`config.mk`:
```
export PLATFORM = sky130hd
export DESIGN_NAME = host_wr_queue
export DESIGN_NICKNAME = d
export VERILOG_FILES = /design/src/rtl/host_wr_queue.sv
export SDC_FILE = /design/constraint.sdc
export NUM_CORES = 1
export LEC_CHECK = 0
export ABC_AREA = 0
export BUFFER_PORTS_ARGS = -buffer_cell sky130_fd_sc_hd__buf_4
export CORE_ASPECT_RATIO = 0.6
export CORE_UTILIZATION = 50
export CTS_CLUSTER_DIAMETER = 120
export CTS_CLUSTER_SIZE = 28
export DETAILED_ROUTE_END_ITERATION = 7
export MAX_ROUTING_LAYER = met4
export PLACE_DENSITY = 0.71
export SLEW_MARGIN = 20
export SYNTH_ARGS = -nofsm -noshare
export SYNTH_HDL_FRONTEND = slang
export SYNTH_SLANG_ARGS = --single-unit
```
`constraint.sdc`:
```
create_clock -name clk -period 6.3 [get_ports clk]
set_input_delay 0.63 -clock clk [delete_from_list [all_inputs] [get_ports clk]]
set_output_delay 0.63 -clock clk [all_outputs]
set_load 0.02 [all_outputs]
```
`src/rtl/host_wr_queue.sv`:
```
// -----------------------------------------------------------------------------
// host_wr_queue
//
// Host bus front end for the OPL3 core. CPU-style writes to an address port
// and a data port are decoded across a set of register banks. Completed
// register writes (bank, register address, register data) are queued in a
// FIFO and drained to the register file with a minimum spacing, so a host
// can burst faster than the core accepts writes. Status readback carries a
// queue-busy flag in bit 0.
//
// Ports:
//   clk            opl3 clock (single clock domain)
//   reset          synchronous, active-high
//   cs_n           chip select, active low (already synchronous to clk)
//   rd_n           read strobe, active low
//   wr_n           write strobe, active low
//   address        host address; [0] = port (0 addr, 1 data), upper = bank
//   din            host write data
//   dout           registered status readback, bit 0 = queue not empty
//   status         core status (bit 0 not driven meaningfully by the core)
//   reg_wr_valid   one-cycle register write pulse
//   reg_wr_bank    bank of the register write
//   reg_wr_address register address of the write
//   reg_wr_data    register data of the write
//   level          current FIFO occupancy
//   overflow       sticky: a data write was dropped because the FIFO was full
// -----------------------------------------------------------------------------
module host_wr_queue #(
  parameter int ADDR_WIDTH = 2,
  parameter int DATA_WIDTH = 8,
  parameter int DEPTH      = 16,
  parameter int MIN_GAP    = 4
) (
  input  logic                          clk,
  input  logic                          reset,
  input  logic                          cs_n,
  input  logic                          rd_n,
  input  logic                          wr_n,
  input  logic [ADDR_WIDTH-1:0]         address,
  input  logic [DATA_WIDTH-1:0]         din,
  output logic [DATA_WIDTH-1:0]         dout,
  input  logic [DATA_WIDTH-1:0]         status,
  output logic                          reg_wr_valid,
  output logic [ADDR_WIDTH-2:0]         reg_wr_bank,
  output logic [DATA_WIDTH-1:0]         reg_wr_address,
  output logic [DATA_WIDTH-1:0]         reg_wr_data,
  output logic [$clog2(DEPTH+1)-1:0]    level,
  output logic                          overflow
);

  localparam int BANK_W = ADDR_WIDTH - 1;
  localparam int PTR_W  = $clog2(DEPTH);
  localparam int LVL_W  = $clog2(DEPTH + 1);
  localparam int GAP_W  = (MIN_GAP > 0) ? $clog2(MIN_GAP + 1) : 1;

  typedef struct packed {
    logic [BANK_W-1:0]     bank;
    logic [DATA_WIDTH-1:0] addr;
    logic [DATA_WIDTH-1:0] data;
  } entry_t;

  // ---------------------------------------------------------------------------
  // Input stage. Strobes are stored active-high so that the cleared (reset)
  // state of the pipeline means "no strobe"; a strobe held across reset
  // release then produces exactly one write event.
  // ---------------------------------------------------------------------------
  logic                  cs_p1;
  logic                  rd_p1;
  logic                  wr_p1;
  logic [ADDR_WIDTH-1:0] address_p1;
  logic [DATA_WIDTH-1:0] din_p1;
  logic                  wr_p2;

  // Write strobe as seen one stage later; the event fires on the first p1
  // cycle of each strobe, however long the host holds it.
  logic wr_sel_p1;
  logic wr_event;
  logic addr_event;
  logic data_event;

  // Latched register address and bank from the last address-port write.
  logic [DATA_WIDTH-1:0] addr_latch;
  logic [BANK_W-1:0]     bank_latch;

  // FIFO storage and bookkeeping.
  entry_t               mem [DEPTH];
  logic [PTR_W-1:0]     wr_ptr;
  logic [PTR_W-1:0]     rd_ptr;
  logic [GAP_W-1:0]     gcnt;

  logic   push;
  logic   pop;
  logic   drop;
  entry_t push_entry;

  // Bit 0 of the core status is replaced by the busy flag.
  logic unused_status_bit;
  assign unused_status_bit = status[0];

  // ---------------------------------------------------------------------------
  // Event decode and FIFO control.
  // ---------------------------------------------------------------------------
  // NOTE: every signal assigned in always_comb gets a default first, so no
  // path through the block can leave it unassigned and infer a latch.
  always_comb begin
    wr_sel_p1  = 1'b0;
    wr_event   = 1'b0;
    addr_event = 1'b0;
    data_event = 1'b0;
    pop        = 1'b0;
    push       = 1'b0;
    drop       = 1'b0;
    push_entry = '0;

    wr_sel_p1 = cs_p1 & wr_p1;
    // Read and write asserted together is a bus conflict: no event at all.
    wr_event  = wr_sel_p1 & ~rd_p1 & ~wr_p2;

    addr_event = wr_event & ~address_p1[0];
    data_event = wr_event &  address_p1[0];

    pop = (level != '0) && (gcnt == '0);

    // A full FIFO still accepts a push when the head leaves in the same cycle.
    if (data_event) begin
      if ((level < LVL_W'(DEPTH)) || pop) begin
        push = 1'b1;
      end else begin
        drop = 1'b1;
      end
    end

    // Bank bits on a data-port write are ignored; the latched bank is used.
    push_entry.bank = bank_latch;
    push_entry.addr = addr_latch;
    push_entry.data = din_p1;
  end

  // ---------------------------------------------------------------------------
  // Input pipeline, address latch, pointers, drain pacing and outputs.
  // ---------------------------------------------------------------------------
  // NOTE: all clocked state uses non-blocking assignments so every register
  // samples pre-edge values regardless of statement order.
  always_ff @(posedge clk) begin
    if (reset) begin
      cs_p1          <= 1'b0;
      rd_p1          <= 1'b0;
      wr_p1          <= 1'b0;
      address_p1     <= '0;
      din_p1         <= '0;
      wr_p2          <= 1'b0;
      addr_latch     <= '0;
      bank_latch     <= '0;
      wr_ptr         <= '0;
      rd_ptr         <= '0;
      level          <= '0;
      gcnt           <= '0;
      overflow       <= 1'b0;
      reg_wr_valid   <= 1'b0;
      reg_wr_bank    <= '0;
      reg_wr_address <= '0;
      reg_wr_data    <= '0;
      dout           <= '0;
    end else begin
      cs_p1      <= ~cs_n;
      rd_p1      <= ~rd_n;
      wr_p1      <= ~wr_n;
      address_p1 <= address;
      din_p1     <= din;
      wr_p2      <= wr_sel_p1;

      if (addr_event) begin
        addr_latch <= din_p1;
        bank_latch <= address_p1[ADDR_WIDTH-1:1];
      end

      if (push) begin
        wr_ptr <= wr_ptr + PTR_W'(1);
      end

      if (drop) begin
        overflow <= 1'b1;
      end

      // Pop: present the head for one cycle and restart the spacing timer.
      // The bank/address/data outputs hold their values between pulses.
      reg_wr_valid <= pop;
      if (pop) begin
        rd_ptr         <= rd_ptr + PTR_W'(1);
        reg_wr_bank    <= mem[rd_ptr].bank;
        reg_wr_address <= mem[rd_ptr].addr;
        reg_wr_data    <= mem[rd_ptr].data;
        gcnt           <= GAP_W'(MIN_GAP);
      end else if (gcnt != '0) begin
        gcnt <= gcnt - GAP_W'(1);
      end

      case ({push, pop})
        2'b10:   level <= level + LVL_W'(1);
        2'b01:   level <= level - LVL_W'(1);
        default: level <= level;
      endcase

      dout <= {status[DATA_WIDTH-1:1], (level != '0)};
    end
  end

  // NOTE: the FIFO storage has no reset; the pointers and level define which
  // slots are valid, so stale contents are never observed.
  always_ff @(posedge clk) begin
    if (push) begin
      mem[wr_ptr] <= push_entry;
    end
  end

endmodule
```
=== After elaboration in Yosys (flattened, before gate mapping) ===
Memory sizes are Yosys's and may differ from the RTL's. A register that Yosys moved wholly into a read port is not among the register bits.
Index checks and enable logic that the tools add are counted.

* Flip-flop bits (word level): 49
* Bits in latches: 0
* Memory bits (writable): 272
* Memory bits (read-only): 0
* Output and inout port bits: 32
* Word-level logic and storage cells: 53
* Memories kept: 1

{| class="wikitable"
|+ Memory list
! memory !! depth !! bits a word !! read ports !! clocked after Yosys merged registers in !! wr ports !! RTL line !! RTL
|-
| mem || 16 || 17 || 1 || 1 || 1 || 86 || <nowiki>entry_t mem [DEPTH];</nowiki>
|}

* Add/sub/neg operators: 5
* Multiply operators: 0
* Divide/modulo/power cells: 0
* Magnitude comparators: 1
* Equal/unequal tests: 2
* Shifts and indexed selects: 0
* Multiplexer cells: 9
* Bitwise gates (word level): 11
* Reductions and logical operators: 8

{| class="wikitable"
|+ Operators with widths
! kind !! count
|-
| $pmux W5 S2 || 1
|-
| $add A4 B1 Y4 const B || 2
|-
| $mux W1 || 6
|-
| $mux W3 || 2
|-
| $not A1 Y1 || 6
|-
| $add A5 B1 Y5 const B || 1
|-
| $and A1 B1 Y1 || 5
|-
| $lt A5 B5 Y1 const B || 1
|-
| $reduce_bool A5 Y1 || 1
|-
| $sub A5 B1 Y5 const B || 1
|-
| $reduce_bool A2 Y1 || 2
|-
| $logic_not A3 Y1 || 1
|-
| $reduce_bool A3 Y1 || 1
|-
| $sub A3 B1 Y3 const B || 1
|-
| $eq A2 B1 Y1 const B || 1
|-
| $eq A2 B2 Y1 const B || 1
|-
| $reduce_or A2 Y1 || 1
|-
| $logic_and A1 B1 Y1 || 1
|-
| $logic_or A1 B1 Y1 || 1
|}

=== Logic depth before layout (Yosys ltp) ===
Gate-level depths: netlist of run 1.

* Word-level depth: 7
* Depth in mapped cells: 14
* Depth with buffers taken out: 13

=== Worst setup path before layout of run 1 ===
No wires, ideal clock.

* Path kind: reg-to-reg
* From: register gcnt[0]
* To: register level[4]
* Arrival time: 3.041 ns
* Required time: 6.179 ns
* Slack: 3.139 ns
* Cell stages (with the launch flop): 14
* Buffers on the path: 1
* Period minus slack after synthesis: 3.161 ns
* Cell sequence: dfxtp_1 inv_1 ha_1 nand2b_1 buf_2 a2111oi_4 inv_1 ha_1 ha_1 nor2b_1 o21ai_0 a21oi_1 or3b_2 mux2_2

* Cells in the longest elaborated chain, start to end: 7

{| class="wikitable"
|+ Ends and longest elaborated chain
! item !! RTL line !! RTL
|-
| from (decl) || 89 || <nowiki>logic [GAP_W-1:0] gcnt;</nowiki>
|-
| from (signal assigned) || 193 || <nowiki>gcnt <= GAP_W'(MIN_GAP);</nowiki>
|-
| from (signal assigned) || 195 || <nowiki>gcnt <= gcnt - GAP_W'(1);</nowiki>
|-
| $logic_not A3 Y1 (*) || 122 || <nowiki>pop = (level != '0) && (gcnt == '0);</nowiki>
|-
| $logic_and A1 B1 Y1 (*) || 122 ||
|-
| $logic_or A1 B1 Y1 || 126 || <nowiki>if ((level < LVL_W'(DEPTH)) || pop) begin</nowiki>
|-
| $mux W1 || 126 ||
|-
| $mux W1 || 125 || <nowiki>if (data_event) begin</nowiki>
|-
| $eq A2 B1 Y1 or $eq A2 B2 Y1 (tied branches) || 198 || <nowiki>case ({push, pop})</nowiki>
|-
| $pmux W5 S2 or $reduce_bool A2 Y1 (tied branches) || -- ||
|-
| to (signal assigned) || 199 || <nowiki>2'b10: level <= level + LVL_W'(1);</nowiki>
|-
| to (signal assigned) || 200 || <nowiki>2'b01: level <= level - LVL_W'(1);</nowiki>
|-
| to (signal assigned) || 201 || <nowiki>default: level <= level;</nowiki>
|-
| to (decl) || 47 || <nowiki>output logic [$clog2(DEPTH+1)-1:0] level,</nowiki>
|}

Mark *: on every way between the ends. The rest lies on a longest branch, timed or not.
A chain may end at the register's enable or synchronous reset.

=== Worst setup path after layout of run 1 ===
Same ends and word-level chain as after synthesis.

==> impl_metrics.toml, run 1 <==
[outcome]
status = "finished clean"

[route]
drc = 0
vias = 6136
first_iter_violations = 608
viasPerCell = 5.872
dr.pass1.iters = 4
wire_per_inst_um = 24.55
ant_nets = 0
wl_um = 25660

[die]
io_pins = 55
dieArea_mm2 = 0.02606
coreArea_mm2 = 0.02455
die_h_um = 125.4
core.rowCount = 44
start_util_pct = 51.72
die_w_um = 207.7

[final_layout]
syn_to_final_growth_pct = 10.54
drive_gt1_share_pct = 25.21
nNetsFinal = 747

[clocking]
cts-resized-gates = 0
cts_buffer_depth = 3
cts_setup_buffers = 0
cts_tree = "yes"
clkTransAtPathRegs_ps = 100
cts_hold_buf = 0
ctsHtreeMaxLevel = 1
cts_buffers = 16
clock_sinks = 338
cts_root_buf = "clkbuf_16"
clkLatencyLatePin_ps = 520

[worst_hold_path]
whs_path_depth = 2
hp-start = "cs_n"
worst_hold_path.endpoint = "cs_p1"
hold_class = "in -> reg"

[placement]
dp_hpwl_um = 14830
post-place-ws_ps = 2731
portBuffers = 53
place.gp.congestion = 0.7918

[sta]
tns_ps = 0
period_needed_ps = 3633
fin_worst_skew_ps = 32.02
rsz0062_at_grt = "no"
period_share_pct = 57.67
worstMarginPinSlew_ps = 1095
setup_viol = 0
slew_violations = 0
fmax_ghz = 0.2752
max_slew_margin_pct = 26.93
hold_viol_final = 0
fin_ws_ps = 2667

[pwr]
p_leak_uw = 0.004466
power_density_mw_per_mm2 = 268.9
ir_drop_v = 0.0003114

[global_routing]
grt_pass1_wl_um = 39070
grt.total_usage_pct = 21.08
grt_pass1_vias = 6368
grt_overflow_total = 0
grt_max_degree = 51
antenna_found_initial = 0

[logic_synthesis]
ys_async_sr_fraction_pct = 0
synth-xor-area-share_pct = 0.6208
synth_compound_area_share_pct = 2.710
synth-edff-count = 272
syn_avg_cell_area_um2 = 19.24
seq_area_frac_synth_pct = 74.73
muxShareOfSynthArea_pct = 15.70
yosys_most_used_dff = "edfxtp_1"
synth-simple-area-share_pct = 3.468
synth-seq-cells = 338
synth_cells = 660
syn_area_mm2 = 0.01270
yosysTopAreaCellShare_pct = 64.32
syn-num-nets = 695
synth_area_leaders = "edfxtp_1, mux4_2, dfxtp_1, mux2i_1, nor2_1"
synth_top_family_by_area = "multiplexers"
yosys.area_share.adder_pct = 1.242
yosysMostFrequentCell = "edfxtp_1"
yosysWarnings = 0
post-synth-top-area-cell = "edfxtp_1"
yosys.cell_types.count = 36
synthTopCellsByCount = "edfxtp_1, mux4_2, dfxtp_1"

[setup_path]
rr_endpoint = "level[4]"
worstSetupEndpointType = "register"
path_class = "reg -> reg"
critPathLaunchType = "register"
cp_max_fo = 9
r2r_slack_ps = 2670
reg2reg_from = "gcnt[0]"
cp.arrival_ps = 4050
required_ps = 6720
r2r_cells = 12

[job]
max-cap-violations = 0
==> per-layer routing <==
| layer | up-vias | part of all wire [%] | track usage, % |
|---|---|---|---|
| met5 | - | 0 | - |
| li1 | 2691 | - | - |
| met4 | 0 | 1.7 | 3.704 |
| met2 | 205 | 48 | 33.23 |
| met3 | 31 | 5.7 | 3.492 |
| met1 | 3209 | 45 | 29.59 |
==> kinds of logic (layout without fill, tap and decap cells) <==
group                    after synthesis  count (layout)
other                                  0               1
XOR/XNOR                               9               9
multiplexers                         114             114
adder cells (fa/ha/maj)               12              12
buffers and inverters                 47             109
flip-flops                           338             338
AO/OA/AOI/OAI                         48              48
AND/OR/NAND/NOR                       92              92
==> cell usage in the layout (no fill, tap or decap), drive strengths merged, types with 2 or more instances in the layout <==
cell / count
a21oi: 7
mux2i: 45
dfxtp: 66
inv: 13
nand2b: 3
nor2: 47
ha: 11
a2bb2oi: 17
xor2: 5
nor2b: 19
a2111oi: 2
xnor2: 4
edfxtp: 272
clkbuf: 27
buf: 68
nand4: 2
o21ai: 18
mux4: 68
nor3: 8
a21o: 2
nand2: 8
==> registers in the layout, summed over array words and instances, names as in the netlist, 2 cells and up <==
signal and count:
mem 272, addr_latch 8, din_p1 8, dout 8
reg_wr_address 8, reg_wr_data 8, level 5, rd_ptr 4
wr_ptr 4, gcnt 3, address_p1 2
==> worst max-delay path: stages, from the launching register on <==
cell	delay [ps]
dfxtp_1	340
inv_1	80
ha_1	200
nand2b_1	240
a2111oi_4	740
inv_1	100
ha_1	270
ha_1	330
nor2b_1	160
o21ai_0	250
a21oi_1	100
or3b_2	460
mux2_2	270
==> where the power goes <==
group          internal [uW]  switching, uW  total (uW)
Clock                    521            680        1200
Combinational           57.3           76.0         133
Sequential              2410           28.4        2440
Total                   2990            785        3770
==> how the worst max path moves through the flow <==
stage / startpoint / to / slack (ps) / cells after the start
5_1_grt: gcnt[0] / level[4] / 2470 / 12
2_1_floorplan: gcnt[0] / level[4] / 3140 / 13
3_5_place_dp: gcnt[0] / level[4] / 2730 / 12
6_report: gcnt[0] / level[4] / 2670 / 12
3_3_place_gp: gcnt[0] / level[4] / 2850 / 12
4_1_cts: gcnt[0] / level[4] / 2710 / 12
==> final cells by class <==
cell class                      count  area [um2]
Fill cell                        1796       10520
Timing Repair Buffer               68       510.5
Multi-Input combinational cell    275        3084
Tap cell                          322       402.9
Clock buffer                       27       462.9
Inverter                           13       48.80
Antenna cell                        1       2.502
Clock inverter                      1       30.03
Sequential cell                   338        9495
==> through the flow <==
step	cells	cell area [um2]	util, %	power (uW)	hold slack [ps]
floorplan	660	12700	-	2576	440.3
global placement	1016	13530	55.09	2614	460.9
detailed placement	1016	13530	55.09	2625	464.3
CTS	1044	14020	57.10	3794	230.6
global route	1044	14030	57.16	3888	225.7
finish	1045	14040	57.17	3775	252.8
(Power assumes the default switching activity.)
==> inputs of run 2 (changes only) <==
==> constraint.sdc (replaced) <==
create_clock -name clk -period 3.7 [get_ports clk]
set_input_delay 0.37 -clock clk [delete_from_list [all_inputs] [get_ports clk]]
set_output_delay 0.37 -clock clk [all_outputs]
set_load 0.02 [all_outputs]
==> impl_metrics.toml, run 2 (same netlist as run 1, synthesis figures left out) <==
[clocking]
cts_buffers = 16
cts_tree = "yes"
cts_buffer_depth = 3
ctsHtreeMaxLevel = 1
cts_root_buf = "clkbuf_16"
cts-resized-gates = 0
cts_hold_buf = 2
clkTransAtPathRegs_ps = 100
clkLatencyLatePin_ps = 510
clock_sinks = 338
cts_setup_buffers = 0

[die]
die_w_um = 207.7
die_h_um = 125.4
io_pins = 55
coreArea_mm2 = 0.02455
start_util_pct = 51.72
core.rowCount = 44
dieArea_mm2 = 0.02606

[global_routing]
grt_pass1_wl_um = 39690
antenna_found_initial = 0
grt_overflow_total = 0
grt.total_usage_pct = 21.45
grt_max_degree = 51
grt_pass1_vias = 6281

[setup_path]
path_delay_family = "adder cells"
path_buf_inv = 2
path_class = "reg -> reg"
path_cells = "inv_1 > ha_1 > nand2b_1 > a2111oi_4 > inv_1 > ha_1 > ha_1 > nor2b_1 > o21ai_0 > a21oi_1 > or3b_2 > mux2_2"
worstSetupEndpointType = "register"
r2r_cells = 12
critPathMaxStageDelay_ps = 450
cp_slowest_cell = "or3b_2"
critPathLaunchType = "register"
cp.arrival_ps = 3490
cp_max_fo = 4
reg2reg_from = "gcnt[0]"
startpoint = "gcnt[0]"
path_depth = 12
crit_top_cell = "ha_1"
required_ps = 4100

[final_layout]
fin_area_mm2 = 0.01415
regMostFlops = "mem"
final_cell_mix = "edfxtp_1, buf_4, mux4_2"
syn_to_final_growth_pct = 11.43
nNetsFinal = 761
drive_gt1_share_pct = 26.22
final_common_cell = "edfxtp_1"
instances_no_fill = 1060
largest_register_ffs = 272

[sta]
rsz0062_at_grt = "no"
period_needed_ps = 3090
timing.hold.ws_ps = 65.77
period_share_pct = 83.52
fin_worst_skew_ps = 38.41
tns_ps = 0
fmax_ghz = 0.3236
worstMarginPinSlew_ps = 1112
slew_violations = 0
max_slew_margin_pct = 25.47
setup_viol = 0
hold_viol_final = 0

[route]
wl_um = 25990
first_iter_violations = 510
vias = 6123
drc = 0
viasPerCell = 5.776
ant_nets = 0
dr.pass1.iters = 5
wire_per_inst_um = 24.52

[placement]
place.gp.congestion = 0.7377
dp_hpwl_um = 15470
postPlaceCellArea_mm2 = 0.01362
placed_cells = 1027
portBuffers = 53

[worst_hold_path]
hold_class = "in -> reg"
whs_path_depth = 2
hp-start = "status[7]"

[pwr]
p_leak_uw = 0.004539
ir_drop_v = 0.0002744
power_density_mw_per_mm2 = 453.6

[outcome]
status = "finished clean"

[job]
max-cap-violations = 0
[run 2: per-stage QoR]
step	setup slack [ps]	total power (uW)	util (%)
floorplan	538.5	4387	-
global placement	665.2	4471	55.48
detailed placement	653.2	4486	55.48
CTS	631.2	6452	57.57
global route	445.2	6625	57.61
finish	609.6	6419	57.63
[run 2: where the power goes]
part	leakage, uW	switching [uW]	internal (uW)
Combinational	0.00127	132	112
Clock	0.000233	1130	886
Sequential	0.00304	50.4	4110
Total	0.00454	1310	5100
[run 2: final cells by class]
type	count	area (um2)
diodes	2	5.005
clock buffers	27	462.9
clock inverters	1	30.03
fillers	1796	10400
inverters	13	48.80
multi-input cells	275	3069
flip-flops and latches	338	9495
well taps	322	402.9
repair buffers	82	635.6
[run 2: worst paths after layout]
check / to / slack, ps
worst max register to register: level[4] / 610
worst min register to register: bank_latch / 480
worst max-delay path: level[4] / 610
worst min-delay path: dout[7] / 70
[run 2: worst reg2reg max path, cell delays in order (launching register included)]
cell       delay, ps
dfxtp_1          330
inv_1             80
ha_1             190
nand2b_1         130
a2111oi_4        400
inv_1             80
ha_1             260
ha_1             330
nor2b_1          160
o21ai_0          210
a21oi_1           90
or3b_2           450
mux2_2           280
[run 2: per-layer routing]
metal / part of all wire [%] / vias to the layer above / global-route usage (%)
met4: 1.3 / 0 / 3.224
met5: 0 / - / -
met3: 6.9 / 30 / 4.597
met1: 44 / 3200 / 30.13
li1: - / 2709 / -
met2: 48 / 184 / 33.23
==> inputs of run 3 (changes only) <==
--- a/config.mk
+++ b/config.mk
@@ -13,7 +13,7 @@
 export CTS_CLUSTER_SIZE = 28
 export DETAILED_ROUTE_END_ITERATION = 7
 export MAX_ROUTING_LAYER = met4
-export PLACE_DENSITY = 0.71
+export PLACE_DENSITY = 0.73
 export SLEW_MARGIN = 20
 export SYNTH_ARGS = -nofsm -noshare
 export SYNTH_HDL_FRONTEND = slang
==> constraint.sdc (replaced) <==
create_clock -name clk -period 2.5 [get_ports clk]
set_input_delay 0.25 -clock clk [delete_from_list [all_inputs] [get_ports clk]]
set_output_delay 0.25 -clock clk [all_outputs]
set_load 0.02 [all_outputs]
==> impl_metrics.toml, run 3 (same netlist as run 1, synthesis figures left out) <==
[outcome]
status = "finished, violations left"
violations = "negative setup slack"

[placement]
portBuffers = 53
place.gp.congestion = 0.8328
dp_hpwl_um = 16980

[setup_path]
cp.arrival_ps = 3050
startpoint = "gcnt[1]"
cp_max_fo = 7
required_ps = 2900
rr_endpoint = "level[4]"
r2r_cells = 13
path_class = "reg -> reg"
critPathMaxStageDelay_ps = 380
path_cells = "inv_2 > ha_4 > nand2b_4 > buf_4 > a21oi_4 > ha_4 > inv_2 > fa_2 > nor2b_4 > o21ai_2 > nand3_1 > or3b_4 > mux2_4"
reg2reg_from = "gcnt[1]"
worstSetupEndpointType = "register"
cp_slowest_cell = "or3b_4"
r2r_slack_ps = -150
critPathLaunchType = "register"

[global_routing]
grt.busiest_layer = "met2"
grt_overflow_total = 0
grtUsageMet2_pct = 33.87
grt.total_usage_pct = 22.43
grt_pass1_wl_um = 41630
grt_max_degree = 37
use_met3_pct = 4.094
met1_usage_pct = 32.67
antenna_found_initial = 1
grt_pass1_vias = 6679

[worst_hold_path]
hold_class = "in -> reg"
whs_path_depth = 2
hp-start = "reset"
worst_hold_path.endpoint = "rd_ptr[3]"

[die]
die_w_um = 207.7
start_util_pct = 51.72
io_pins = 55
core.rowCount = 44
coreArea_mm2 = 0.02455
dieArea_mm2 = 0.02606
die_h_um = 125.4

[job]
max-cap-violations = 0

[sta]
fmax_ghz = 0.3778
setup_viol = 1
tns_ps = -146.6
period_needed_ps = 2647
rsz0062_at_grt = "yes"
fin_ws_ps = -146.6
max_slew_margin_pct = 51.57
slew_violations = 0
hold_viol_final = 0
worstMarginPinSlew_ps = 724.8
fin_worst_skew_ps = 36.02
period_share_pct = 105.9
timing.hold.ws_ps = 21.16

[final_layout]
syn_to_final_growth_pct = 15.89
drive_gt1_share_pct = 30.80
n_antenna_cell = 0
final_cell_mix = "edfxtp_1, buf_4, mux4_2"
final_common_cell = "edfxtp_1"
regMostFlops = "mem"
nNetsFinal = 814
seqCellArea_mm2 = 0.009498
nFillCells = 1719
multi_input_area_mm2 = 0.003147
largest_register_ffs = 272

[pwr]
clockPowerShare_pct = 30.7
p_seq_share_pct = 63.7
comb_power_share_pct = 5.6
power_uw = 9653
internal-power_uw = 7617
ir_drop_v = 0.0004992
p_switching_uw = 2036
power_density_mw_per_mm2 = 655.9
sw_frac_of_total_pct = 21.10
p_leak_uw = 0.004815

[route]
wl_um = 27590
drc = 0
wire_per_inst_um = 24.83
ant_nets = 0
first_iter_violations = 672
viasPerCell = 5.893
dr.pass1.iters = 5
vias = 6547

[clocking]
cts_buffer_depth = 3
clkTransAtPathRegs_ps = 110
cts_tree = "yes"
cts_root_buf = "clkbuf_16"
ctsHtreeMaxLevel = 1
clkLatencyLatePin_ps = 530
cts_buffers = 16
clock_sinks = 338
## run 3: how the worst max path moves through the flow
| stage | to | slack (ps) | depth (start not counted) |
|---|---|---|---|
| 4_1_cts | level[4] | -190 | 12 |
| 3_3_place_gp | level[4] | -130 | 12 |
| 5_1_grt | level[4] | -240 | 12 |
| 3_5_place_dp | level[4] | -240 | 13 |
| 2_1_floorplan | level[4] | -400 | 13 |
| 6_report | level[4] | -150 | 13 |
## run 3: what timing repair did
action                                 CTS  global route
pin swaps                                9             3
endpoints found under the hold margin   18             1
buffers inserted                         3             2
setup endpoints to repair                1             8
hold buffers                            18             1
resized for setup                        2             1
## run 3: final cells by class
class,count,area share (%)
sequential,338,64.54
multi-input combinational,275,21.38
tap,322,2.738
clock buffer,26,2.976
clock inverter,2,0.3146
inverter,13,0.3316
timing repair buffer,135,7.720
## run 3: per-stage QoR
stage | utilization (%) | cells | cell area, um2 | setup slack, ps
6_report | 59.94 | 1111 | 14720 | -146.6
5_1_grt | 59.94 | 1111 | 14720 | -236.1
4_1_cts | 59.83 | 1108 | 14690 | -189.9
3_5_place_dp | 56.98 | 1059 | 13990 | -242.2
3_3_place_gp | 56.96 | 1059 | 13980 | -132.5
2_1_floorplan | - | 660 | 12810 | -395.0
## run 3: critical path, delay by kind of cell, from the launching register on
kind / cells / cell delay (ps)
adder cells (fa/ha/maj): 3 / 700
AND/OR/NAND/NOR: 4 / 650
flip-flops: 1 / 340
multiplexers: 1 / 300
buffers and inverters: 3 / 290
AO/OA/AOI/OAI: 2 / 230
## run 3: power groups by stage
| stage | Combinational, uW | Clock [uW] | Sequential, uW |
|---|---|---|---|
| CTS | 518 | 3020 | 6150 |
| floorplan | 264 | 0 | 6270 |
| finish | 543 | 2960 | 6150 |
| global route | 580 | 3230 | 6160 |
| detailed placement | 465 | 0 | 6270 |
| global placement | 437 | 0 | 6270 |
## run 3: routing by layer
layer  routed length (um)  part of all wire [%]
met1                12150                    44
met3                 2240                   8.1
met5                    0                     0
met2                12830                    46
met4                  369                   1.3
